## src/rtl/spi_dac_mux_tx.sv

```systemverilog
// Write-only SPI master for multi-channel DACs: {addr, din} words are queued in a FIFO and
// shifted out MSB first under a per-channel active-low sync, with an optional LDAC strobe.
module spi_dac_mux_tx #(
  parameter int unsigned W       = 16,
  parameter int unsigned DIV     = 2,
  parameter int unsigned NCH     = 4,
  parameter int unsigned DEPTH   = 4,
  parameter int unsigned LDAC_EN = 1,
  localparam int unsigned CW     = (NCH > 1) ? $clog2(NCH) : 1
) (
  input  logic           clk,
  input  logic           rst_n,
  input  logic           iocs,
  input  logic           iowr,
  input  logic [CW-1:0]  addr,
  input  logic [W-1:0]   din,
  output logic           sck,
  output logic           sdo,
  output logic [NCH-1:0] sync_n,
  output logic           ldac_n,
  output logic           busy,
  output logic           full,
  output logic           ovf
);

  localparam int unsigned AW   = $clog2(DEPTH);
  localparam int unsigned CNTW = AW + 1;
  localparam int unsigned DCW  = (DIV > 1) ? $clog2(DIV) : 1;
  localparam int unsigned BCW  = $clog2(W);
  localparam int unsigned EW   = CW + W;

  typedef enum logic [1:0] {StIdle, StShift, StTrail, StGap} state_e;

  state_e          state_q;
  logic [DCW-1:0]  div_cnt_q;
  logic [BCW-1:0]  bit_cnt_q;
  logic [W-1:0]    shreg_q;

  logic [EW-1:0]   mem_q [DEPTH];
  logic [AW-1:0]   wr_ptr_q;
  logic [AW-1:0]   rd_ptr_q;
  logic [CNTW-1:0] count_q;
  logic [CNTW-1:0] count_d;

  logic            wr;
  logic            push;
  logic            pop;
  logic            div_last;
  logic            busy_d;
  logic [EW-1:0]   head;
  logic [CW-1:0]   head_ch;
  logic [W-1:0]    head_data;
  logic [NCH-1:0]  sync_sel;

  assign wr        = iocs & iowr;
  assign push      = wr & ~full;
  assign div_last  = (div_cnt_q == DCW'(DIV - 1));
  // Pop either from idle or straight out of the gap so back-to-back frames need no idle cycle.
  assign pop       = (count_q != '0) &&
                     ((state_q == StIdle) || ((state_q == StGap) && div_last));
  assign head      = mem_q[rd_ptr_q];
  assign head_ch   = head[EW-1:W];
  assign head_data = head[W-1:0];

  always_comb begin
    count_d = count_q + CNTW'(push) - CNTW'(pop);
  end

  // Channels at or beyond NCH leave every sync line high but the word is still shifted.
  always_comb begin
    sync_sel = '1;
    for (int unsigned i = 0; i < NCH; i++) begin
      if (head_ch == CW'(i)) sync_sel[i] = 1'b0;
    end
  end

  always_comb begin
    busy_d = pop || (state_q == StShift) || (state_q == StTrail) ||
             ((state_q == StGap) && !div_last) || (count_d != '0);
  end

  always_ff @(posedge clk) begin
    if (push) mem_q[wr_ptr_q] <= {addr, din};
  end

  always_ff @(posedge clk or negedge rst_n) begin
    if (!rst_n) begin
      wr_ptr_q <= '0;
      rd_ptr_q <= '0;
      count_q  <= '0;
      full     <= 1'b0;
      ovf      <= 1'b0;
    end else begin
      if (push) wr_ptr_q <= wr_ptr_q + AW'(1);
      if (pop)  rd_ptr_q <= rd_ptr_q + AW'(1);
      count_q <= count_d;
      full    <= (count_d == CNTW'(DEPTH));
      ovf     <= wr & full;
    end
  end

  always_ff @(posedge clk or negedge rst_n) begin
    if (!rst_n) begin
      state_q   <= StIdle;
      div_cnt_q <= '0;
      bit_cnt_q <= '0;
      shreg_q   <= '0;
      sck       <= 1'b0;
      sdo       <= 1'b0;
      sync_n    <= '1;
      ldac_n    <= 1'b1;
      busy      <= 1'b0;
    end else begin
      busy <= busy_d;
      unique case (state_q)
        StIdle: begin
          if (pop) begin
            state_q   <= StShift;
            div_cnt_q <= '0;
            bit_cnt_q <= '0;
            shreg_q   <= head_data;
            sdo       <= head_data[W-1];
            sck       <= 1'b0;
            sync_n    <= sync_sel;
          end
        end
        StShift: begin
          if (div_last) begin
            div_cnt_q <= '0;
            if (!sck) begin
              sck <= 1'b1;
            end else begin
              // Data changes on the falling edge, giving DIV cycles of setup before the rise.
              sck <= 1'b0;
              if (bit_cnt_q == BCW'(W - 1)) begin
                sdo     <= 1'b0;
                state_q <= StTrail;
              end else begin
                bit_cnt_q <= bit_cnt_q + BCW'(1);
                sdo       <= shreg_q[W-2];
                shreg_q   <= {shreg_q[W-2:0], 1'b0};
              end
            end
          end else begin
            div_cnt_q <= div_cnt_q + DCW'(1);
          end
        end
        StTrail: begin
          if (div_last) begin
            div_cnt_q <= '0;
            sync_n    <= '1;
            state_q   <= StGap;
            if ((LDAC_EN != 0) && (count_q == '0)) ldac_n <= 1'b0;
          end else begin
            div_cnt_q <= div_cnt_q + DCW'(1);
          end
        end
        StGap: begin
          if (div_last) begin
            div_cnt_q <= '0;
            ldac_n    <= 1'b1;
            if (pop) begin
              state_q   <= StShift;
              bit_cnt_q <= '0;
              shreg_q   <= head_data;
              sdo       <= head_data[W-1];
              sck       <= 1'b0;
              sync_n    <= sync_sel;
            end else begin
              state_q <= StIdle;
            end
          end else begin
            div_cnt_q <= div_cnt_q + DCW'(1);
          end
        end
      endcase
    end
  end

endmodule

```

## config.mk

```make
export PLATFORM = sky130hd
export DESIGN_NAME = spi_dac_mux_tx
export DESIGN_NICKNAME = d
export VERILOG_FILES = /design/src/rtl/spi_dac_mux_tx.sv
export SDC_FILE = /design/constraint.sdc
export NUM_CORES = 1
export LEC_CHECK = 0
export ABC_CLOCK_PERIOD_IN_PS = 4900
export CAP_MARGIN = 20
export CORE_MARGIN = 10
export CORE_UTILIZATION = 50
export DETAILED_ROUTE_END_ITERATION = 16
export MAX_ROUTING_LAYER = met4
export PLACE_DENSITY = 0.69
export SETUP_SLACK_MARGIN = 0.02
export SLEW_MARGIN = 15
export SYNTH_ARGS = -nofsm -noshare
export SYNTH_HDL_FRONTEND = slang
export SYNTH_SLANG_ARGS = --single-unit
```

## constraint.sdc

```tcl
create_clock -name clk -period 4.9 [get_ports clk]
set_clock_uncertainty 0.1 [all_clocks]
set_input_delay 0.735 -clock clk [delete_from_list [all_inputs] [get_ports clk]]
set_output_delay 0.735 -clock clk [all_outputs]
set_load 0.05 [all_outputs]
```

[Word level (Yosys, flattened, before mapping)]
Memory sizes are Yosys's and may differ from the RTL's.
Index checks and enable logic that the tools add are counted.
Widths: inputs -> output; s select.
Operators by class
  add/sub/neg operators: 6
  eq/ne operators: 16
  mux-type cells: 48
  bitwise operators: 4
  reductions and logical operators: 24
Operator list (number)
  $mux 16: 5
  $pmux 16 s3: 1
  $mux 4: 8
  $pmux 4 s3: 2
  $mux 1: 21
  $mux 2: 6
  $ne 2x2->1 const B: 6
  $reduce_bool 3->1: 4
  $eq 2x2->1 const B: 4
  $pmux 2 s4: 1
  $reduce_and 4->1: 2
  $pmux 1 s3: 2
  $reduce_and 3->1: 2
  $reduce_and 6->1: 1
  $logic_or 1x1->1: 5
  $reduce_and 5->1: 1
  $add 2x1->2 const B: 2
  $add 4x1->4 const B: 1
  $eq 2x1->1 const B: 2
  $eq 4x4->1 const B: 1
  $logic_not 2->1: 2
  $ne 2x1->1 const B: 2
  $pmux 1 s2: 2
  $add 3x1->3: 1
  other kinds (10): 14
Word-level totals
  register bits: 40
  bits in writable memories: 72
  input bits: 22
  memories: 1
Memories
  mem_q: words 4, bits a word 18, rd ports 1, clocked after Yosys merged registers in 0, write ports 1, RTL line 39  | logic [EW-1:0] mem_q [DEPTH];

[Depth between registers and ports, before layout]
  word-level depth: 8
  mapped depth: 12

[Worst setup path before layout]
OpenSTA, ideal clock, no wires.
  kind: input -> register
  start point: input iocs
  end point: register busy
  library setup time: 0.124 ns
  arrival: 2.577 ns
  required time: 4.676 ns
  slack: 2.099 ns
  stages: 11
  cell sequence: nand2_1 nor2_1 inv_1 ha_1 inv_1 ha_1 fa_1 xnor2_1 xnor2_1 nand2_1 a211o_1
Between the ends
  cells in the longest elaborated chain, start to end: 6
RTL lines
  from (decl): RTL line 13  | input logic iocs,
  $and 1x1->1: RTL line 55  | assign wr = iocs & iowr;
  $and 1x1->1: RTL line 56  | assign push = wr & ~full;
  $add 3x1->3: RTL line 66  | count_d = count_q + CNTW'(push) - CNTW'(pop);
  $sub 3x1->3: RTL line 66
  $reduce_bool 3->1: RTL line 79  | ((state_q == StGap) && !div_last) || (count_d != '0);
  $logic_or 1x1->1: RTL line 79
  via busy_d: RTL line 49  | logic busy_d;
  to (signal assigned): RTL line 114  | busy <= busy_d;
  to (decl): RTL line 21  | output logic busy,
The timed path passes the listed nets, and every way through them passes these cells.
A chain may end at the register's enable or synchronous reset.

[Final worst setup path]
  start point: register state_q[0]
  end point: register busy
Between the ends
  elaborated cells between the ends (all ways): 14
  those cells by class: add/sub: 1; eq/ne: 3; reduce/logical: 10
RTL lines
  from (decl): RTL line 34  | state_e state_q;
  from (signal assigned): RTL line 104  | state_q <= StIdle;
  from (signal assigned): RTL line 118  | state_q <= StShift;
  from (signal assigned): RTL line 137  | state_q <= StTrail;
  $eq 2x2->1: RTL line 60  | ((state_q == StIdle) || ((state_q == StGap) && div_last));
  $logic_and 1x1->1: RTL line 60
  $logic_or 1x1->1 (*): RTL line 60
  $logic_and 1x1->1 (*): RTL line 59  | assign pop = (count_q != '0) &&
  $sub 3x1->3 (*): RTL line 66
  via count_d[1]: RTL line 43  | logic [CNTW-1:0] count_d;
  $reduce_bool 3->1 (*): RTL line 79
  $logic_or 1x1->1 (*): RTL line 79
  via busy_d: RTL line 49
The timed path passes the listed nets; every way through them passes the cells marked *.

==> results by group <==
Drt
  – Initial DRC Count: 199
  – WL final: 7900 µm
  – Average wire per standard cell: 17.7 µm
  – # DRC: 0
  – Vias: 2383
  – DR pass1 iterations: 4
  – Post-route ant nets: 0
  – Vias/cell: 5.36

Final layout
  – Antenna diodes: 0
  – Area growth syn-to-layout: 13.0%
  – Fillers: 735
  – Share of layout cells above drive strength 1: 23.4%
  – Final Non-Filler Cells: 445
  – Nets: 346
  – Final instance area: 0.00538 mm²
  – Post-layout util: 58.2%

Floorplanning
  – Std-Cell Rows: 35
  – Chip Width: 118 µm
  – Number of I/O pins: 32
  – Die area: 0.0138 mm²
  – Chip Height: 118 µm
  – Initial Util: 51.5%
  – Core area: 0.00924 mm²

Global route
  – First-pass GRT wire length: 13200 µm
  – Grt ovf: 0
  – Number of global-route vias before repair: 2499
  – Largest net degree at the start of global routing: 40
  – All-Layer GR Usage: 12.2%
  – Initial antenna violation count: 0

Clock tree
  – CTS H-tree depth: 3
  – Worst-Skew Late Latency: 360 ps
  – Clock Path Buffers: 2
  – CTS sink count: 111
  – CTS Hold Bufs: 0
  – Post CTS Setup Buffer Count: 0
  – CTS tree: done
  – Clock root cell: clkbuf_8
  – Resize count post-CTS: 0
  – Clk slew on worst S/H paths: 100 ps
  – CTS Buf Count: 9

Synth
  – Compound-Gate Fraction of Synth Area: 3.89%
  – Main combinational cell family by area after synthesis: multiplexers
  – Syn. warnings: 0
  – Yosys reg bits: 111
  – Register area share after synthesis: 66.1%
  – Post-synthesis cell type count: 46
  – Post-Synth Simple-Gate Area: 5.29%
  – Synth Area in XOR/XNOR: 0.920%
  – FFs w/ async S/R, synth: 35.1%
  – Mux contribution to synthesized area: 17.6%
  – Synthesized area per cell: 17.2 µm²
  – Post-Synth Adder-Cell Area: 3.58%
  – Mapped Area: 0.00476 mm²
  – Post-synth EDFFs: 72
  – Syn_nets: 312
  – Synthesized instance count: 277
  – Ys flop type: edfxtp_1

Timing
  – Max Clock Freq: 0.313 GHz
  – Final Hold Slack: 375 ps
  – Slew Limit Fails: 0
  – Least-Margin Pin Slew: 1030 ps
  – Setup violators final: 0
  – Rel. slew slack: 31.4%
  – Final period utilization: 65.2%
  – Final hold violation count: 0
  – Tmin final: 3200 ps
  – Unrepaired setup endpoints after global routing: no
  – Setup TNS: 0 ps

Worst setup path
  – Critical Path RT: 5060 ps
  – Startpoint types: register
  – Worst Reg2Reg Path Length in Cells: 11
  – Crit Path Category: reg -> reg
  – CP arrival: 3360 ps
  – Critical-path cell list: inv_1 > ha_1 > a21oi_1 > nor2_1 > ha_1 > inv_1 > ha_1 > fa_1 > nor4_1 > nand2_1 > a211o_1
  – CP endpoint kind: register
  – Critical R2R Launch: state_q[0]$_DFFE_PN0P_
  – CP dominant cell by count: ha_1
  – Worst reg-to-reg setup slack: 1700 ps
  – Reg2reg end: busy$_DFF_PN0_
  – CP max stage cell: nor2_1
  – Max stage delay on crit path: 470 ps
  – Crit path max fanout: 7

Power and ir drop
  – Power Dens Cells: 351 mW/mm²
  – Maximum VDD drop: 0.187 mV
  – Leakage: 2.02 nW

Place
  – Placed Cells: 428
  – DP Area: 0.00516 mm²
  – PortBufs: 31
  – Hpwl dp: 5010 µm
  – Final GP Congestion: 0.798

Min path
  – Hold Crit Class: in -> async

Status
  – Status: complete, no violations

Flow run
  – Max-cap violations: 0
[cell usage in the layout, fill, tap and decap left out, types with 4 or more instances in the layout]
cell,instances
mux2_2,35
clkdlybuf4s50_1,30
edfxtp_1,72
dfrtp_1,34
ha_1,12
nand2_1,10
nor2_1,6
nor3_1,4
o21ai_0,4
and2_1,4
nand3_1,6
a21oi_1,4
inv_1,12
xnor2_1,4
clkbuf_8,9
dfstp_2,5
mux4_1,8
mux4_2,10
[critical path, delay by kind of cell, from the launching register on]
kind / cells / cell delay [ps]
compound gates: 2 / 310
buf+inv: 2 / 220
fa+ha+maj: 4 / 1250
flops: 1 / 440
simple gates: 3 / 790
[cells in the mapped netlist (4+ instances only)]
| master | count | area, µm² |
|---|---|---|
| edfxtp_1 | 72 | 2160 |
| buf_2 | 4 | 20.0 |
| mux4_1 | 8 | 210 |
| dfrtp_1 | 34 | 851 |
| nand3_1 | 6 | 30.0 |
| dfstp_2 | 5 | 131 |
| nor3_1 | 4 | 20.0 |
| xnor2_1 | 4 | 35.0 |
| nand2_1 | 10 | 37.5 |
| mux4_2 | 10 | 225 |
| nor2_1 | 6 | 22.5 |
| o21ai_0 | 4 | 20.0 |
| mux2_2 | 35 | 394 |
| inv_1 | 12 | 45.0 |
| a21oi_1 | 4 | 20.0 |
| and2_1 | 4 | 25.0 |
| ha_1 | 12 | 150 |
[worst max path at each step]
stage                      to  depth (start not counted)  slack [ps]              startpoint
4_1_cts        busy$_DFF_PN0_                         11        1730  state_q[0]$_DFFE_PN0P_
5_1_grt        busy$_DFF_PN0_                         11        1440  state_q[0]$_DFFE_PN0P_
2_1_floorplan  busy$_DFF_PN0_                         11        2100                    iocs
3_5_place_dp   busy$_DFF_PN0_                         12        1370                    iocs
3_3_place_gp   busy$_DFF_PN0_                         12        1460                    iocs
6_report       busy$_DFF_PN0_                         11        1700  state_q[0]$_DFFE_PN0P_
[per-layer routing]
layer / track usage [%] / vias to the layer above / share of wire [%]
met4: 3.94 / 0 / 1.3
met2: 20.0 / 35 / 52
met5: - / - / 0
met3: 3.12 / 8 / 2.8
li1: - / 1132 / -
met1: 14.4 / 1208 / 44
[metrics by stage]
stage / total power, W / worst slack (ps)
2_1_floorplan: 0.00127 / 2100
3_3_place_gp: 0.00135 / 1460
6_report: 0.00189 / 1700
4_1_cts: 0.00191 / 1730
3_5_place_dp: 0.00136 / 1370
5_1_grt: 0.00198 / 1440
[state kept, by name (all words and copies together), names as in the netlist, 2 cells and up]
| name | cells |
|---|---|
| mem_q | 72 |
| shreg_q | 15 |
| bit_cnt_q | 4 |
| sync_n | 4 |
| count_q | 3 |
| rd_ptr_q | 2 |
| state_q | 2 |
| wr_ptr_q | 2 |
[kinds of logic (layout without fill, tap and decap cells)]
family                   count (synthesis)  after routing
AO/OA/AOI/OAI                           25             25
XOR/XNOR                                 5              5
adder cells (fa/ha/maj)                 13             13
buffers and inverters                   23             62
flip-flops                             111            111
multiplexers                            54             54
AND/OR/NAND/NOR                         46             46
[where the power goes]
group	total, W	switching, W	internal, W
Clock	0.000550	0.000307	0.000243
Sequential	0.00113	0.0000391	0.00109
Combinational	0.000214	0.000127	0.0000870
[area by class of cell]
cell class | count | area, µm² | share of cell area [%]
inverters | 12 | 45.0 | 0.838
multi-input cells | 143 | 1490 | 27.7
well taps | 129 | 161 | 3.00
clock buffers | 9 | 124 | 2.30
clock inverters | 7 | 81.3 | 1.51
repair buffers | 34 | 332 | 6.17
flip-flops and latches | 111 | 3140 | 58.5
Power figures use the tool's default switching activity.
